`src/rtl/spike_counter_bank.sv`:
```
// spike_counter_bank: windowed per-channel spike edge counters with snapshot read mux.
// Define SPIKE_CNT_OVF_EN to make counters saturate with sticky ovf flags; otherwise counters wrap.
module spike_counter_bank #(
    parameter int N_CH  = 8,
    parameter int CNT_W = 32,
    parameter int WIN_W = 16,
    parameter int SEL_W = 3
) (
    input  logic             clk,
    input  logic             reset_global,
    input  logic [N_CH-1:0]  spike_in,
    input  logic             sim_tick,
    input  logic [WIN_W-1:0] window_len,
    input  logic             clear,
    input  logic [SEL_W-1:0] rd_sel,
    output logic [CNT_W-1:0] rd_count,
    output logic             snap_valid,
    output logic [WIN_W-1:0] win_pos,
    output logic [N_CH-1:0]  ovf
);
    logic [N_CH-1:0]  spike_d;
    logic [N_CH-1:0]  ev;
    logic [CNT_W-1:0] live    [N_CH];
    logic [CNT_W-1:0] snap    [N_CH];
    logic [CNT_W-1:0] live_nx [N_CH];
    logic [CNT_W-1:0] rd_mux;
    logic             cum;
    logic             boundary;
    assign ev  = spike_in & ~spike_d;
    assign cum = window_len == '0;
    // >= so a window shortened below the current position closes on the next tick
    assign boundary = !cum && sim_tick && (win_pos >= window_len - WIN_W'(1));
    always_comb begin
        for (int i = 0; i < N_CH; i++) begin
`ifdef SPIKE_CNT_OVF_EN
            live_nx[i] = (&live[i]) ? live[i] : live[i] + CNT_W'(1);
`else
            live_nx[i] = live[i] + CNT_W'(1);
`endif
        end
    end
    always_comb begin
        rd_mux = '0;
        for (int c = 0; c < N_CH; c++)
            if (rd_sel == SEL_W'(c)) rd_mux = snap[c];
    end
    always_ff @(posedge clk or posedge reset_global) begin
        if (reset_global) begin
            spike_d    <= '0;
            win_pos    <= '0;
            snap_valid <= 1'b0;
            rd_count   <= '0;
            for (int i = 0; i < N_CH; i++) begin
                live[i] <= '0;
                snap[i] <= '0;
            end
        end else begin
            spike_d    <= spike_in;
            snap_valid <= boundary && !clear;
            rd_count   <= rd_mux;
            win_pos    <= (clear || cum || boundary) ? '0 : sim_tick ? win_pos + WIN_W'(1) : win_pos;
            for (int i = 0; i < N_CH; i++) begin
                if (clear) begin
                    live[i] <= '0;
                    snap[i] <= '0;
                end else begin
                    if (boundary) live[i] <= CNT_W'(ev[i]);
                    else if (ev[i]) live[i] <= live_nx[i];
                    if (boundary || cum) snap[i] <= live[i];
                end
            end
        end
    end
`ifdef SPIKE_CNT_OVF_EN
    logic [N_CH-1:0] sat;
    always_comb begin
        for (int i = 0; i < N_CH; i++) sat[i] = &live[i];
    end
    always_ff @(posedge clk or posedge reset_global) begin
        if (reset_global) ovf <= '0;
        else if (clear) ovf <= '0;
        else ovf <= ovf | (ev & sat & {N_CH{!boundary}});
    end
`else
    assign ovf = '0;
`endif
endmodule
```
`config.mk`:
```
export PLATFORM = sky130hd
export DESIGN_NAME = spike_counter_bank
export DESIGN_NICKNAME = d
export VERILOG_FILES = /design/src/rtl/spike_counter_bank.sv
export SDC_FILE = /design/constraint.sdc
export NUM_CORES = 2
export LEC_CHECK = 0
export ABC_AREA = 1
export ABC_CLOCK_PERIOD_IN_PS = 27400
export CAP_MARGIN = 40
export CELL_PAD_IN_SITES_DETAIL_PLACEMENT = 1
export CELL_PAD_IN_SITES_GLOBAL_PLACEMENT = 1
export CORE_ASPECT_RATIO = 2
export CORE_MARGIN = 5
export CORE_UTILIZATION = 48
export CTS_BUF_LIST = sky130_fd_sc_hd__clkbuf_8
export CTS_CLUSTER_SIZE = 25
export DETAILED_ROUTE_END_ITERATION = 8
export DONT_BUFFER_PORTS = 1
export MAX_ROUTING_LAYER = met4
export PLACE_DENSITY = 0.77
export SYNTH_ARGS = -nofsm -noshare
export SYNTH_HDL_FRONTEND = slang
export SYNTH_SLANG_ARGS = --single-unit
```
`constraint.sdc`:
```
create_clock -name clk -period 27.4 [get_ports clk]
set_input_delay 2.74 -clock clk [delete_from_list [all_inputs] [get_ports clk]]
set_output_delay 2.74 -clock clk [all_outputs]
set_load 0.05 [all_outputs]
```
### Word level (Yosys, flattened, before mapping)

Cells that the tools add are included.

* register bits after elaboration: 569
* bits of input ports: 31
* output and inout bits: 57
* logic and storage cells: 110

* add/sub/neg operators: 10
* order comparisons: 1
* equality and inequality tests: 7
* multiplexer cells: 50
* bitwise operators: 2
* reductions and logical operators: 20

Operators with widths (number)
* $mux W32: 48
* $add A32 B1 Y32 const B: 8
* $mux W16: 2
* $reduce_bool A3 Y1: 8
* $add A16 B1 Y16 const B: 1
* $ge A16 B16 Y1: 1
* $logic_not A16 Y1: 1
* $sub A16 B1 Y16 const B: 1
* $eq A3 B3 Y1 const B: 4
* $and A8 B8 Y8: 1
* $not A8 Y8: 1
* $eq A3 B2 Y1 const B: 2
* $reduce_bool A2 Y1: 2
* $eq A3 B1 Y1 const B: 1
* $logic_and A1 B1 Y1: 3
* $logic_not A3 Y1: 1
* $logic_or A1 B1 Y1: 3
* $logic_not A1 Y1: 2

### Depth between registers and ports, before layout

* depth after elaboration: 9
* depth in mapped cells: 21
* mapped depth without buffers: 19

### Least setup slack after synthesis

Ideal clock, no wire load.

* kind: input to register
* from: in window_len[0]
* to: reg live[33] (netlist name)
* setup time: 130 ps
* arrival time: 5293 ps
* required time: 27270 ps
* slack: 21977 ps
* stages: 21
* path buffers: 3
* cell sequence: inv_1 ha_1 nand2_1 nor2_4 inv_1 nor3_1 nand2_1 nor2_1 xor2_1 inv_1 ha_1 nand2_1 nor3_1 nand3_1 nand3_1 nand2_2 buf_6 buf_6 buf_4 nand3_1 o21ai_0

* word-level cells in the longest chain between the ends: 6
* elaborated cells on any way between the ends: 9
* those cells by class: 1 x add/sub; 1 x order compare; 2 x mux; 5 x reduce/logical

Ends and longest elaborated chain
* from (decl): RTL line 13 `input logic [WIN_W-1:0] window_len,`
* parallel branches: the longest is 3 deep, another holds $sub A16 B1 Y16
* $logic_and A1 B1 Y1 (*): RTL line 32 `assign boundary = !cum && sim_tick && (win_pos >= window_len - WIN_W'(1));`
* $mux W32: RTL line 67 `if (boundary) live[i] <= CNT_W'(ev[i]);`
* $mux W32: RTL line 63 `if (clear) begin`
* to (signal, indexed assignment): RTL line 67
* to (signal, indexed assignment): RTL line 68 `else if (ev[i]) live[i] <= live_nx[i];`
* to (decl): RTL line 23 `logic [CNT_W-1:0] live [N_CH];`

Every way passes the cells marked *.
A chain may end at the register's enable or synchronous reset.

### Worst setup path in the final report

* from: in window_len[1]
* to: reg live[151] (netlist name)

The elaborated chain is that of the path after synthesis.

==> summary.md <==
| Metric | Value |
|---|---|
| Outcome | completed |
| Grt total ovfl | 0 |
| Worst R2R Path Depth | 12 |
| Syn_area_per_cell | 7.055 µm² |
| Predominant post-synthesis flop cell | dfrtp_1 |
| Share of the synthesized area in the top cell type | 44.22% |
| Worst Path Max Fanout | 82 |
| Worst Setup End Kind | flip-flop |
| Clock buffer depth | 3 |
| Fin crit period | around 7.6 ns |
| Filler instances | between 8,000 and 9,000 |
| Final wirelength | between 100 and 150 mm |
| Die width | ~190 µm |
| Iter 0 DRT Violations | around 1,900 |
| Final-stage net count | around 4,500 |
| MaxCap Viol Count | 0 |
| Vias per inst | around 5.6 |
| Post-Synthesis Cells | ~4,600 |
| Relative slew margins | between 20% and 30% |
| Global placement routability congestion | roughly 0.97 |
| Root Buffer | clkbuf_8 |
| Final WS setup | about 20 ns |
| Ports | 88 |
| Top post-synthesis cells by count | nand2_1, nor2_1, nand3_1 |
| Die height | 376.3 µm |
| Initial antenna violation count | 1 |
| Mean routed wirelength per cell | roughly 23 µm |
| F_max | 131.6 MHz |
| Sequential fraction of the synthesis area | 44.22% |
| Worst ir drop on vdd | 0.04652 mV |
| Pre-CTS setup slack | roughly 19 ns |
| Yosys reg bits | 569 |
| Clk_lat worst skew | 0.76 ns |
| EDFF count, synth | 0 |
| Vias post-DR | between 30,000 and 40,000 |
| Clk slew on worst S/H paths | roughly 0.070 ns |
| PwrDens | 49.80 nW/µm² |
| Total global routing track utilization | between 30% and 40% |
| Final Skew | about 0.027 ns |
| Worst Setup Start Kind | input pin |
| Netlist cell types | 37 |
| Critical path arrival | around 8.3 ns |
| Area of the core | between 60,000 and 70,000 µm² |
| Area of the multi-input gates | between 15,000 and 20,000 µm² |
| Synthesized area | roughly 32,000 µm² |
| RSZ-0062 raised after global routing | false |
| Hold Crit Depth | 2 |
| Synth area leader | dfrtp_1 |
| Total power | between 1.5 and 2 mW |
| Layout cells sized above 1 | roughly 4.7% |
| P_leak | about 16 nW |
| Part of the cycle the worst path needs | between 20% and 30% |
| Row count | roughly 130 |
| Worst endpoint required time | 28.07 ns |
| Final core occ | between 50% and 60% |
| DP HPWL | 91.02 mm |
| Dominant cells by area after synthesis | dfrtp_1, nand2_1, nand3_1 |
| Post-CTS setup buffers | 0 |
| Hold Path Class | reg -> reg |
| Final Hold Fails | 0 |
| Initial Utilization | approximately half |
| # clock sinks | around 570 |
| TritonRoute pass-1 iters | 5 |
| TritonCTS buffer count | a little under 90 |
| Pins Over Slew Limit | 0 |
| Maximum number of pins on one net before global-route repair | 270 |
| Endpoints failing setup | 0 |
| Syn. warnings | 0 |
| Post-cts hold buffer count | 0 |
| Async set or reset register ratio after synthesis | 100.0% |
| Post-DRT Antenna Nets | 0 |
| Top-count cell post-synth | nand2_1 |
| Vias in the first global route | 32,960 |
| CTS tree | built |
| Post-CTS resize count | 0 |
| Setup TNS | 0 ns |
| First-pass GRT wire length | approximately 190 mm |
| Area Overhead vs Synth | 7.900% |
| Critical path class | in -> reg |
| Worst Max-Slew Pin Slew | about 1.1 ns |
| Sequential standard cell area | ~14,000 µm² |
| Port bufs | 0 |
| Htree depth | 3 |
| Drt drc | 0 |
| Die area | 72,680 µm² |
## sequential cells by signal (all words and copies together), names as in the netlist
register / count
rd_count: 32
snap_valid: 1
spike_d: 8
snap: 256
win_pos: 16
live: 256
## final timing paths
kind                                     from         end  slack, ns
worst max-delay path            window_len[1]   live[151]      19.80
worst min-delay path                  snap[9]     snap[9]       0.51
worst max register to register     win_pos[7]   live[151]      22.30
worst min register to register        snap[9]     snap[9]       0.51
max in group asynchronous        reset_global   snap[119]      23.29
min in group asynchronous        reset_global  spike_d[1]       1.80
## layout make-up
class                           instances  share of cell area [%]
Antenna cell                            1                0.007203
Clock buffer                          107                   4.239
Clock inverter                         52                   1.260
Inverter                              449                   4.873
Multi-Input combinational cell       3332                   43.91
Sequential cell                       569                   40.98
Tap cell                              884                   3.184
Timing Repair Buffer                   48                   1.545
## cell families after synthesis
kind of cell / synth area share, %
simple gates: 36.64
buf+inv: 8.654
flops: 44.22
compound gates: 4.702
xor+xnor: 4.760
fa+ha+maj: 1.010
other cells: 0.01165
## worst max-delay path, stage by stage
cell	delay [ns]
inv_1	0.06
ha_1	0.18
nand2_1	0.15
nor2_4	0.22
inv_1	0.08
nor3_1	0.26
nand2_1	0.12
nor2_1	0.13
xor2_1	0.18
inv_1	0.07
ha_1	0.27
nand2_1	0.10
o21ai_0	0.09
a21oi_1	0.12
nand3_1	0.18
nand2_8	0.51
buf_4	0.65
buf_4	0.77
buf_4	0.73
nand2_1	0.36
o21ai_0	0.25
## per-stage QoR
stage	instance area, µm²	instances	hold slack [ns]
after CTS	34740	5441	0.5132
after global placement	32590	5272	0.4904
final	34740	5442	0.5112
after global routing	34740	5442	0.5320
after floorplan	32230	4571	0.4598
after detailed placement	32830	5282	0.4937
## placed cells by master, fill, tap and decap left out, types with 2 or more instances in the layout
cell type / n
conb_1: 8
bufinv_16: 7
clkbuf_8: 107
inv_1: 462
nand2_1: 1378
nand4_1: 91
nor4_1: 4
xnor2_1: 5
nor3_2: 6
nor3b_1: 2
ha_1: 26
o31ai_1: 2
nand3_1: 594
clkinvlp_4: 4
o21ai_1: 50
nor3_1: 67
buf_12: 2
clkinv_2: 23
inv_6: 2
xor2_1: 170
buf_16: 7
o2111ai_1: 9
nor2_1: 684
a221oi_1: 12
o21ai_0: 156
a21oi_1: 46
nand2_2: 5
nand2_8: 2
or2_2: 5
buf_4: 37
dfrtp_1: 569
## power breakdown
part	total, mW	switching [mW]	internal [mW]
clock network	0.804	0.382	0.423
logic	0.0779	0.0650	0.0129
registers	0.848	0.00485	0.843
total	1.73	0.452	1.28
## per-layer routing
metal / up-vias / global-route usage (%) / wire, µm
li1: 14250 / - / -
met1: 15230 / 33.29 / 41380
met2: 727 / 62.30 / 65270
met3: 410 / 4.347 / 3795
met4: 0 / 27.28 / 12490
met5: - / - / 0
No activity file was read; power rests on OpenSTA's default activity.
